$ cat src/rtl/spi_reg_pkg.sv
// Shared types and helpers for the SPI burst register bank.
package spi_reg_pkg;

   // Transaction phase of the SPI frame decoder
   typedef enum logic [1:0] {
      IDLE = 2'd0,
      CMD  = 2'd1,
      DATA = 2'd2
   } state_t;

   // Command word layout for the default 8-bit word
   localparam int unsigned REG_WIDTH_DEF = 8;
   localparam int unsigned CMD_RW_BIT    = REG_WIDTH_DEF - 1;

   // Total addressable registers (RW region followed by RO region)
   function automatic int unsigned total_regs(input int unsigned num_rw,
                                              input int unsigned num_ro);
      return num_rw + num_ro;
   endfunction

endpackage

$ cat src/rtl/spi_sync_edge.sv
// Two-flop synchroniser with single-cycle rise/fall pulses on the synced level.
module spi_sync_edge (
   input  logic clk,
   input  logic rst,
   input  logic i_rst_val,
   input  logic i_async,
   output logic o_sync,
   output logic o_rise_c,
   output logic o_fall_c
);

   logic r_meta;
   logic r_sync;
   logic r_prev;

   // Metastability flops plus one history flop for edge detection
   always_ff @(posedge clk) begin
      if (rst) begin
         r_meta <= i_rst_val;
         r_sync <= i_rst_val;
         r_prev <= i_rst_val;
      end else begin
         r_meta <= i_async;
         r_sync <= r_meta;
         r_prev <= r_sync;
      end
   end

   assign o_sync   = r_sync;
   assign o_rise_c = r_sync & ~r_prev;
   assign o_fall_c = ~r_sync & r_prev;

endmodule

$ cat src/rtl/spi_reg_bank_burst.sv
// SPI peripheral register bank: RW + RO regions, all SPI modes, burst access with wrap.
module spi_reg_bank_burst
   import spi_reg_pkg::*;
#(
   parameter int unsigned REG_WIDTH  = 8,
   parameter int unsigned NUM_RW     = 8,
   parameter int unsigned NUM_RO     = 8,
   parameter int unsigned ADDR_WIDTH = 4
) (
   input  logic                          clk,
   input  logic                          rst,
   input  logic                          cpol_i,
   input  logic                          cpha_i,
   input  logic                          spi_cs_n_i,
   input  logic                          spi_clk_i,
   input  logic                          spi_mosi_i,
   output logic                          spi_miso_o,
   output logic                          spi_miso_oe_o,
   input  logic [NUM_RO*REG_WIDTH-1:0]   ro_regs_i,
   output logic [NUM_RW*REG_WIDTH-1:0]   rw_regs_o,
   output logic                          wr_strobe_o,
   output logic [ADDR_WIDTH-1:0]         wr_addr_o,
   output logic                          busy_o
);

   localparam int unsigned TOTAL  = total_regs(NUM_RW, NUM_RO);
   localparam int unsigned BCW    = (REG_WIDTH > 2) ? $clog2(REG_WIDTH) : 1;
   localparam int unsigned RW_BIT = REG_WIDTH - 1;

   state_t                       r_state;
   state_t                       w_state_nxt;

   logic                         w_cs_sync;
   logic                         w_cs_rise;
   logic                         w_cs_fall;
   logic                         w_sclk_sync;
   logic                         w_sclk_rise;
   logic                         w_sclk_fall;
   logic                         w_unused;
   logic                         r_mosi_meta;
   logic                         r_mosi_sync;

   logic                         r_cpol;
   logic                         r_cpha;
   logic [BCW-1:0]               r_bit_cnt;
   logic [REG_WIDTH-1:0]         r_rx;
   logic [REG_WIDTH-1:0]         r_tx;
   logic [ADDR_WIDTH-1:0]        r_addr;
   logic                         r_is_write;
   logic                         r_load;
   logic                         r_miso;
   logic                         r_busy;
   logic                         r_wr_strobe;
   logic [ADDR_WIDTH-1:0]        r_wr_addr;
   logic [NUM_RW*REG_WIDTH-1:0]  r_rw_flat;

   logic                         w_lead;
   logic                         w_trail;
   logic                         w_sample;
   logic                         w_shift;
   logic                         w_last_bit;
   logic [REG_WIDTH-1:0]         w_rx_word;
   logic [REG_WIDTH-1:0]         w_rd_word;
   logic [ADDR_WIDTH-1:0]        w_addr_nxt;
   logic                         w_wr_en;
   logic                         w_active;
   logic                         w_frame_start;
   logic                         w_cmd_done;
   logic                         w_word_done;

   spi_sync_edge u_sync_cs (
      .clk      (clk),
      .rst      (rst),
      .i_rst_val(1'b1),
      .i_async  (spi_cs_n_i),
      .o_sync   (w_cs_sync),
      .o_rise_c (w_cs_rise),
      .o_fall_c (w_cs_fall)
   );

   spi_sync_edge u_sync_sclk (
      .clk      (clk),
      .rst      (rst),
      .i_rst_val(cpol_i),
      .i_async  (spi_clk_i),
      .o_sync   (w_sclk_sync),
      .o_rise_c (w_sclk_rise),
      .o_fall_c (w_sclk_fall)
   );

   // Only the cs_n level and sclk edges drive the decoder
   assign w_unused = ^{w_sclk_sync, w_cs_rise};

   // MOSI synchroniser, aligned in latency with the sclk edge pulses
   always_ff @(posedge clk) begin
      if (rst) begin
         r_mosi_meta <= 1'b0;
         r_mosi_sync <= 1'b0;
      end else begin
         r_mosi_meta <= spi_mosi_i;
         r_mosi_sync <= r_mosi_meta;
      end
   end

   // Edge roles from the mode latched at frame start
   assign w_lead     = r_cpol ? w_sclk_fall : w_sclk_rise;
   assign w_trail    = r_cpol ? w_sclk_rise : w_sclk_fall;
   assign w_sample   = r_cpha ? w_trail : w_lead;
   assign w_shift    = r_cpha ? w_lead : w_trail;
   assign w_rx_word  = {r_rx[REG_WIDTH-2:0], r_mosi_sync};
   assign w_last_bit = w_sample && (r_bit_cnt == BCW'(REG_WIDTH - 1));
   assign w_addr_nxt = (32'(r_addr) == TOTAL - 1) ? '0 : r_addr + ADDR_WIDTH'(1);
   assign w_wr_en    = w_word_done && r_is_write && (32'(r_addr) < NUM_RW);

   // FSM state register
   always_ff @(posedge clk) begin
      if (rst) r_state <= IDLE;
      else     r_state <= w_state_nxt;
   end

   // FSM next-state: cs_n high always closes the frame
   always_comb begin
      w_state_nxt = r_state;
      case (r_state)
         IDLE:    if (w_cs_fall) w_state_nxt = CMD;
         CMD:     if (w_cs_sync) w_state_nxt = IDLE;
                  else if (w_last_bit) w_state_nxt = DATA;
         DATA:    if (w_cs_sync) w_state_nxt = IDLE;
         default: w_state_nxt = IDLE;
      endcase
   end

   // FSM outputs: per-phase control strobes for the datapath
   always_comb begin
      w_active      = 1'b0;
      w_frame_start = 1'b0;
      w_cmd_done    = 1'b0;
      w_word_done   = 1'b0;
      case (r_state)
         IDLE:    w_frame_start = w_cs_fall;
         CMD: begin
            w_active   = 1'b1;
            w_cmd_done = w_last_bit;
         end
         DATA: begin
            w_active    = 1'b1;
            w_word_done = w_last_bit;
         end
         default: ;
      endcase
   end

   // Read mux over RW array, RO inputs, and zero for unmapped addresses
   always_comb begin
      w_rd_word = '0;
      for (int unsigned k = 0; k < NUM_RW; k++) begin
         if (32'(r_addr) == k) w_rd_word = r_rw_flat[k*REG_WIDTH +: REG_WIDTH];
      end
      for (int unsigned k = 0; k < NUM_RO; k++) begin
         if (32'(r_addr) == NUM_RW + k) w_rd_word = ro_regs_i[k*REG_WIDTH +: REG_WIDTH];
      end
   end

   // RW register array: commits on the last sample of a write data word
   always_ff @(posedge clk) begin
      if (rst) begin
         r_rw_flat <= '0;
      end else if (w_wr_en) begin
         for (int unsigned k = 0; k < NUM_RW; k++) begin
            if (32'(r_addr) == k) r_rw_flat[k*REG_WIDTH +: REG_WIDTH] <= w_rx_word;
         end
      end
   end

   // Frame datapath: bit counter, shift registers, address, MISO and status
   always_ff @(posedge clk) begin
      if (rst) begin
         r_cpol      <= 1'b0;
         r_cpha      <= 1'b0;
         r_bit_cnt   <= '0;
         r_rx        <= '0;
         r_tx        <= '0;
         r_addr      <= '0;
         r_is_write  <= 1'b0;
         r_load      <= 1'b0;
         r_miso      <= 1'b0;
         r_busy      <= 1'b0;
         r_wr_strobe <= 1'b0;
         r_wr_addr   <= '0;
      end else begin
         r_wr_strobe <= 1'b0;
         r_busy      <= (w_state_nxt != IDLE);

         if (w_frame_start) begin
            r_cpol    <= cpol_i;
            r_cpha    <= cpha_i;
            r_bit_cnt <= '0;
            r_miso    <= 1'b0;
         end

         if (w_active && w_sample) begin
            r_rx      <= w_rx_word;
            r_bit_cnt <= (r_bit_cnt == BCW'(REG_WIDTH - 1)) ? '0 : r_bit_cnt + BCW'(1);
         end

         if (w_cmd_done) begin
            r_addr     <= w_rx_word[ADDR_WIDTH-1:0];
            r_is_write <= w_rx_word[RW_BIT];
            r_load     <= 1'b1;
         end

         if (w_word_done) begin
            r_addr <= w_addr_nxt;
            r_load <= 1'b1;
            if (w_wr_en) begin
               r_wr_strobe <= 1'b1;
               r_wr_addr   <= r_addr;
            end
         end

         // CPHA=0 holds the preloaded MSB until the first sample of the word
         if ((r_state == DATA) && w_shift && (r_cpha || (r_bit_cnt != '0))) begin
            r_miso <= r_tx[REG_WIDTH-1];
            r_tx   <= {r_tx[REG_WIDTH-2:0], 1'b0};
         end

         if (r_load) begin
            r_load <= 1'b0;
            r_tx   <= r_cpha ? w_rd_word : {w_rd_word[REG_WIDTH-2:0], 1'b0};
            if (!r_cpha) r_miso <= w_rd_word[REG_WIDTH-1];
         end

         if (w_state_nxt == IDLE) begin
            r_miso <= 1'b0;
            r_load <= 1'b0;
         end
      end
   end

   assign spi_miso_o    = r_miso;
   assign spi_miso_oe_o = r_busy;
   assign busy_o        = r_busy;
   assign wr_strobe_o   = r_wr_strobe;
   assign wr_addr_o     = r_wr_addr;
   assign rw_regs_o     = r_rw_flat;

endmodule

$ cat config.mk
export PLATFORM = sky130hd
export DESIGN_NAME = spi_reg_bank_burst
export DESIGN_NICKNAME = d
export VERILOG_FILES = /design/src/rtl/spi_reg_pkg.sv /design/src/rtl/spi_sync_edge.sv /design/src/rtl/spi_reg_bank_burst.sv
export SDC_FILE = /design/constraint.sdc
export NUM_CORES = 1
export LEC_CHECK = 0
export ABC_AREA = 1
export BUFFER_PORTS_ARGS = -buffer_cell sky130_fd_sc_hd__buf_2
export CORE_MARGIN = 3
export CORE_UTILIZATION = 51
export DETAILED_ROUTE_END_ITERATION = 8
export HOLD_SLACK_MARGIN = 0.15
export MAX_ROUTING_LAYER = met4
export PLACE_DENSITY = 0.77
export RECOVER_POWER = 25
export SLEW_MARGIN = 10
export SYNTH_ARGS = -nofsm -noshare
export SYNTH_HDL_FRONTEND = slang
export SYNTH_SLANG_ARGS = --single-unit
export TNS_END_PERCENT = 5
$ cat constraint.sdc
create_clock -name clk -period 4.35 [get_ports clk]
set_clock_uncertainty 0.1 [all_clocks]
set_input_delay 0.87 -clock clk [delete_from_list [all_inputs] [get_ports clk]]
set_output_delay 0.87 -clock clk [all_outputs]
set_load 0.005 [all_outputs]
After elaboration in Yosys (flattened, before gate mapping)

Cells that the tools add are included.

$add $sub $neg: 2
Order comparisons: 1
Equality and inequality tests: 18
Muxes and demuxes: 48
Bitwise operators: 7
Reduce and logical (&&, ||, !) cells: 28

Operator list:

| kind                                          | count |
|---|---|
| 2-to-1 mux 8 bit                              | 19 |
| == test 4 bit, second input constant          | 8 |
| 2-to-1 mux 1 bit                              | 18 |
| AND reduction 2 bit                           | 9 |
| == test 4 x 3 -> 1 bit, second input constant | 4 |
| 2-to-1 mux 4 bit                              | 3 |
| 2-to-1 mux 3 bit                              | 3 |
| == test 4 x 2 -> 1 bit, second input constant | 2 |
| 2-to-1 mux 2 bit                              | 4 |
| nonzero test 2 bit                            | 4 |
| logical AND 1 bit                             | 6 |
| one-hot mux 2 bit (3 select lines)            | 1 |
| OR reduction 2 bit                            | 3 |
| adder 4 x 1 -> 4 bit, second input constant   | 1 |
| == test 4 x 1 -> 1 bit, second input constant | 1 |
| zero test 2 bit                               | 2 |
| zero test 4 bit                               | 1 |
| < comparator 4 bit, second input constant     | 1 |
| NOT 1 bit                                     | 4 |
| adder 3 x 1 -> 3 bit, second input constant   | 1 |
| AND 1 bit                                     | 3 |
| == test 3 bit, second input constant          | 1 |
| nonzero test 3 bit                            | 1 |
| OR reduction 3 bit                            | 1 |
| 3 further kinds                               | 3 |

Bits in registers: 107
Bits of input ports: 71
Output and inout port bits: 72
Logic and storage cells: 133

Logic depth before layout (Yosys ltp)

Depth after elaboration: 19
Mapped depth: 25
Depth with buffers taken out: 24

Hierarchy

A second synthesis with hierarchy kept.

Cell total of the unflattened synthesis: 866
Area total of the unflattened synthesis: 5,689.2 µm²

Modules (own cells, without submodules):

| module             | instances | cells an instance | area each (µm²) | seq. area each (µm²) |
|---|---|---|---|---|
| spi_reg_bank_burst | 1         | 836               | 5,474.0         | 2,021.9 |
| spi_sync_edge      | 2         | 15                | 107.6           | 60.1 |

Least setup slack after synthesis

Ideal clock, no wire load.

Path type: reg2reg
Start: reg r_addr[1]
End: reg r_tx[7]
Data arrival time: 1.967 ns
Setup slack: 2.166 ns
Stages on the path, launching flop included: 22
Buffers on the path: 1
Clock period less this slack: 2.184 ns
Cell sequence: dfxtp_1 -> inv_1 -> ha_1 -> inv_1 -> nor2_8 -> inv_2 -> buf_6 -> nand4_1 -> nand2_1 -> nand2_1 -> nand2_1 -> nand2_1 -> nand3_1 -> nand2_1 -> nand2_1 -> nand3_1 -> nand2_1 -> nand2_1 -> nand3_1 -> nand3_1 -> nor2_1 -> nor2_1

Cells in the longest elaborated chain, start to end: 19

RTL lines:

| item                           | line                      | RTL |
|---|---|---|
| start: declaration             | spi_reg_bank_burst.sv:48  | `logic [ADDR_WIDTH-1:0] r_addr;` |
| start signal: assignment       | spi_reg_bank_burst.sv:207 | `r_addr <= w_rx_word[ADDR_WIDTH-1:0];` |
| start signal: assignment       | spi_reg_bank_burst.sv:213 | `r_addr <= w_addr_nxt;` |
| zero test 4 bit                | spi_reg_bank_burst.sv:157 | `if (32'(r_addr) == k) w_rd_word = r_rw_flat[k*REG_WIDTH +: REG_WIDTH];` |
| 2-to-1 mux 8 bit (8 in series) | spi_reg_bank_burst.sv:157 |  |
| 2-to-1 mux 8 bit (7 in series) | spi_reg_bank_burst.sv:160 | `if (32'(r_addr) == NUM_RW + k) w_rd_word = ro_regs_i[k*REG_WIDTH +: REG_WIDTH];` |
| 2-to-1 mux 8 bit (*)           | spi_reg_bank_burst.sv:160 |  |
| 2-to-1 mux 8 bit (*)           | spi_reg_bank_burst.sv:229 | `r_tx <= r_cpha ? w_rd_word : {w_rd_word[REG_WIDTH-2:0], 1'b0};` |
| 2-to-1 mux 8 bit (*)           | spi_reg_bank_burst.sv:227 | `if (r_load) begin` |
| end signal: assignment         | spi_reg_bank_burst.sv:224 | `r_tx <= {r_tx[REG_WIDTH-2:0], 1'b0};` |
| end signal: assignment         | spi_reg_bank_burst.sv:229 |  |
| end: declaration               | spi_reg_bank_burst.sv:47  | `logic [REG_WIDTH-1:0] r_tx;` |

Every way passes the cells marked *; elsewhere a longest branch is shown, timed or not.
A chain may end at the register's enable or synchronous reset.

==> reports/summary.json <==
{
  "run_status": "complete, but fails checks",
  "failed_checks": "max-capacitance violations, max-slew violations",
  "dominantRegCellSynth": "sky130_fd_sc_hd__dfxtp_1",
  "clock-root-buffer": "sky130_fd_sc_hd__clkbuf_8",
  "required_time_at_the_endpoint_of_the_critical_path_ns": 4.55,
  "period_needed_ns": 3.13,
  "crit-reg2reg-launch": "r_addr[1]$_SDFFE_PP0P_",
  "timing.critical_path.mode_cell": "sky130_fd_sc_hd__clkbuf_1",
  "critical_path_peak_fanout": 66,
  "antennaDiodeCount": 0,
  "grt_max_degree": 67,
  "fin_nets": 1064,
  "timing.critical_path.depth": 5,
  "powerDensity_mw_per_mm2": 253,
  "syn_nets": 943,
  "syn-instance-count": 861,
  "cts.path.max_buffers": 2,
  "synth_top_cells_by_count": "220 x sky130_fd_sc_hd__nand2_1, 107 x sky130_fd_sc_hd__dfxtp_1, 95 x sky130_fd_sc_hd__nor2_1, 91 x sky130_fd_sc_hd__a21oi_1, 74 x sky130_fd_sc_hd__inv_1",
  "tritoncts": "done",
  "netlist_top_cells_area": "sky130_fd_sc_hd__dfxtp_1 38%, sky130_fd_sc_hd__nand2_1 15%, sky130_fd_sc_hd__a21oi_1 8.1%, sky130_fd_sc_hd__o21ai_0 6.4%, sky130_fd_sc_hd__nor2_1 6.3%",
  "critical_path.endpoint": "r_is_write$_SDFFE_PP0P_",
  "critical_path_cell_with_the_highest_stage_delay": "sky130_fd_sc_hd__clkbuf_1",
  "clkSlewWorstSetupHoldPaths_ns": 0.09,
  "cells_on_worst_reg2reg_path": 22,
  "worst-endpoint-arrival_ns": 3.33,
  "dr_total_vias": 5921,
  "post_synth_num_cell_types": 34,
  "cp_top_family": "buffers and inverters",
  "placement_rows": 37,
  "initial_antenna_violation_count": 0,
  "worstSetupStartpoint": "rst",
  "wire_per_inst_um": 14.4,
  "vias_per_cell": 5.27,
  "period_share_pct": 72.0,
  "ant_nets": 0,
  "hold_violations": 0,
  "grt_pass1_vias": 5204,
  "synth_top_area_cell": "sky130_fd_sc_hd__dfxtp_1",
  "place_congestion": 0.922,
  "synthMostInstantiatedCell": "sky130_fd_sc_hd__nand2_1",
  "cts_resized": 0,
  "design.portCount": 143,
  "setup.reg_to_reg.worst_slack_ns": 1.50,
  "synthToLayoutAreaGrowth_pct": 15.8,
  "grt_use_total_pct": 26.0,
  "htree_levels": 3,
  "worst_pin_slew_ns": 2.41,
  "max_freq_mhz": 319,
  "synth_area_mm2": 0.00565,
  "timing.final.setup_violations": 0,
  "hpwlAfterDp_mm": 12.0,
  "leakage_power_summed_over_all_cells_nw": 3.24,
  "synthesis.area_per_instance_um2": 6.56,
  "critPathMaxStageDelay_ns": 1.71,
  "grt_pass1_wl_mm": 25.9,
  "detailed_route_iter0_violations": 475,
  "edff_count_synth": 0,
  "slew_headroom_pct": -60.4,
  "path_class": "input pin to register",
  "die_width_um": 111,
  "dr.pass1.iters": 5,
  "synth.top_cell.area_share_pct": 37.9,
  "postLayoutCellArea_mm2": 0.00654,
  "numClockSinks": 107,
  "portBuffers": 142,
  "synth-seq-cells": 107,
  "slew_viol_final": 108,
  "setup_total_negative_slack_ns": 0,
  "core_area_mm2": 0.0106,
  "timing.hold.ws_ns": 0.308,
  "globalRoute.totalOverflow": 0,
  "r2r-end": "r_tx[2]$_SDFFE_PP0P_",
  "critical_path.endpoint_type": "register",
  "cts-buffers-inserted": 9,
  "place_area_mm2": 0.00638,
  "post-cts-setup-buffer-count": 0,
  "cp.buffers_inverters": 3,
  "worstSkewPairLatency_ns": 0.38,
  "power.ir.vdd_worst_v": 0.000220,
  "maxCapViolations": 2,
  "path_cells": "clkbuf_1, inv_1, clkbuf_1, o21ai_0, a21oi_1",
  "die_area_mm2": 0.0124,
  "die_h_um": 111,
  "worst_hold_path_type": "register to register",
  "cts_hold_buffers": 0,
  "drc_errors": 0,
  "synth.yosys.seq_area_share_pct": 37.9,
  "synthArstFlopShare_pct": 0,
  "grt_setup_unrepaired": "no",
  "worst_setup_sp_type": "input pin",
  "synth.yosys.warnings": 0,
  "starting_density_of_the_core_pct": 53.5,
  "drive_gt1_share_pct": 19.8,
  "routed_wl_mm": 16.1
}
==> worst register-to-register path, cell delays in order (launching register included) <==
cell	delay, ns
sky130_fd_sc_hd__dfxtp_1	0.37
sky130_fd_sc_hd__inv_1	0.13
sky130_fd_sc_hd__ha_1	0.37
sky130_fd_sc_hd__inv_1	0.28
sky130_fd_sc_hd__nor2_1	0.26
sky130_fd_sc_hd__nand2_1	0.07
sky130_fd_sc_hd__nand3_1	0.08
sky130_fd_sc_hd__nand2_1	0.08
sky130_fd_sc_hd__nand4_1	0.09
sky130_fd_sc_hd__nand2_1	0.07
sky130_fd_sc_hd__nand2_1	0.07
sky130_fd_sc_hd__nand2_1	0.06
sky130_fd_sc_hd__nand2_1	0.06
sky130_fd_sc_hd__nand2_1	0.05
sky130_fd_sc_hd__nand2_1	0.06
sky130_fd_sc_hd__nand2_1	0.04
sky130_fd_sc_hd__nand3_1	0.08
sky130_fd_sc_hd__nand2_1	0.07
sky130_fd_sc_hd__nand2_1	0.09
sky130_fd_sc_hd__nand3_1	0.07
sky130_fd_sc_hd__nand2_1	0.08
sky130_fd_sc_hd__inv_1	0.04
sky130_fd_sc_hd__a21oi_1	0.12
==> worst min path at each step <==
stage	from	to	slack, ns	depth (start not counted)
final	r_mosi_meta$_SDFF_PP0_	r_mosi_sync$_SDFF_PP0_	0.31	2
after global routing	r_mosi_meta$_SDFF_PP0_	r_mosi_sync$_SDFF_PP0_	0.32	2
after CTS	r_mosi_meta$_SDFF_PP0_	r_mosi_sync$_SDFF_PP0_	0.31	2
after detailed placement	u_sync_cs.r_meta$_SDFF_PP1_	u_sync_cs.o_sync$_SDFF_PP1_	0.30	1
after global placement	r_mosi_meta$_SDFF_PP0_	r_mosi_sync$_SDFF_PP0_	0.29	2
after floorplan	r_mosi_meta$_SDFF_PP0_	r_mosi_sync$_SDFF_PP0_	0.29	2
==> power by group <==
part           leakage (nW)  internal, W  switching, W   total, W
clock network        0.0912     0.000228      0.000349   0.000577
registers             0.864     0.000988    0.00000512   0.000993
logic                  2.29    0.0000347     0.0000501  0.0000848
==> through the flow <==
| stage | instances | util (%) | power, W | setup slack [ns] |
|---|---|---|---|---|
| after global routing | 1123 | 62.0 | 0.00170 | 0.979 |
| after detailed placement | 1107 | 60.5 | 0.00110 | 1.55 |
| after CTS | 1123 | 62.2 | 0.00166 | 1.53 |
| after floorplan | 861 | - | 0.00105 | 2.17 |
| final | 1123 | 62.0 | 0.00165 | 1.22 |
| after global placement | 1107 | 60.5 | 0.00110 | 1.56 |
==> cells by family (layout without fill, tap and decap cells) <==
group	after synthesis	after routing	share of synthesized area (%)
and+or+nand+nor	409	409	31.0
AOI/OAI and AO/OA	197	197	18.9
DFF	107	107	37.9
buffers and inverters	137	263	9.79
adders and majority gates	11	11	2.44
==> layout make-up <==
type | instances | area (µm²)
Inverter | 102 | 383
Clock inverter | 5 | 37.5
Fill cell | 1042 | 4010
Timing Repair Buffer | 145 | 714
Sequential cell | 107 | 2140
Multi-Input combinational cell | 617 | 2950
Clock buffer | 11 | 141
Tap cell | 136 | 170
==> layer usage <==
metal  track usage (%)  wire length [µm]  up-vias
li1                  -                 -     3043
met1              34.3              7190     2644
met2              40.2              7490      217
met3              6.06              1220       17
met4              6.89               233        0
met5                 -                 0        -
==> cell usage in the layout (no fill, tap or decap) <==
master,n
sky130_fd_sc_hd__a211oi_1,25
sky130_fd_sc_hd__a21o_1,1
sky130_fd_sc_hd__a21oi_1,91
sky130_fd_sc_hd__a22oi_1,1
sky130_fd_sc_hd__a31oi_1,2
sky130_fd_sc_hd__buf_2,133
sky130_fd_sc_hd__buf_4,1
sky130_fd_sc_hd__clkbuf_1,12
sky130_fd_sc_hd__clkbuf_8,10
sky130_fd_sc_hd__clkinv_1,7
sky130_fd_sc_hd__clkinv_2,2
sky130_fd_sc_hd__clkinv_4,1
sky130_fd_sc_hd__clkinvlp_4,1
sky130_fd_sc_hd__dfxtp_1,107
sky130_fd_sc_hd__ha_1,11
sky130_fd_sc_hd__inv_1,74
sky130_fd_sc_hd__inv_2,21
sky130_fd_sc_hd__inv_8,1
sky130_fd_sc_hd__nand2_1,220
sky130_fd_sc_hd__nand2_2,2
sky130_fd_sc_hd__nand2_4,1
sky130_fd_sc_hd__nand3_1,50
sky130_fd_sc_hd__nand3b_1,3
sky130_fd_sc_hd__nand4_1,9
sky130_fd_sc_hd__nor2_1,95
sky130_fd_sc_hd__nor2_2,6
sky130_fd_sc_hd__nor2_4,5
sky130_fd_sc_hd__nor2_8,1
sky130_fd_sc_hd__nor3_1,4
sky130_fd_sc_hd__o21a_1,1
sky130_fd_sc_hd__o21ai_0,72
sky130_fd_sc_hd__o21ai_1,2
sky130_fd_sc_hd__o221ai_1,1
sky130_fd_sc_hd__o22a_1,1
sky130_fd_sc_hd__or2_0,3
sky130_fd_sc_hd__or2_2,10
==> sequential cells by signal, summed over array words and instances, names as in the netlist, 2 cells and up <==
register / cells
rw_regs_o: 64
r_rx: 7
r_addr: 4
r_state: 2
r_bit_cnt: 3
r_tx: 8
wr_addr_o: 4
No activity file was read; power rests on OpenSTA's default activity.
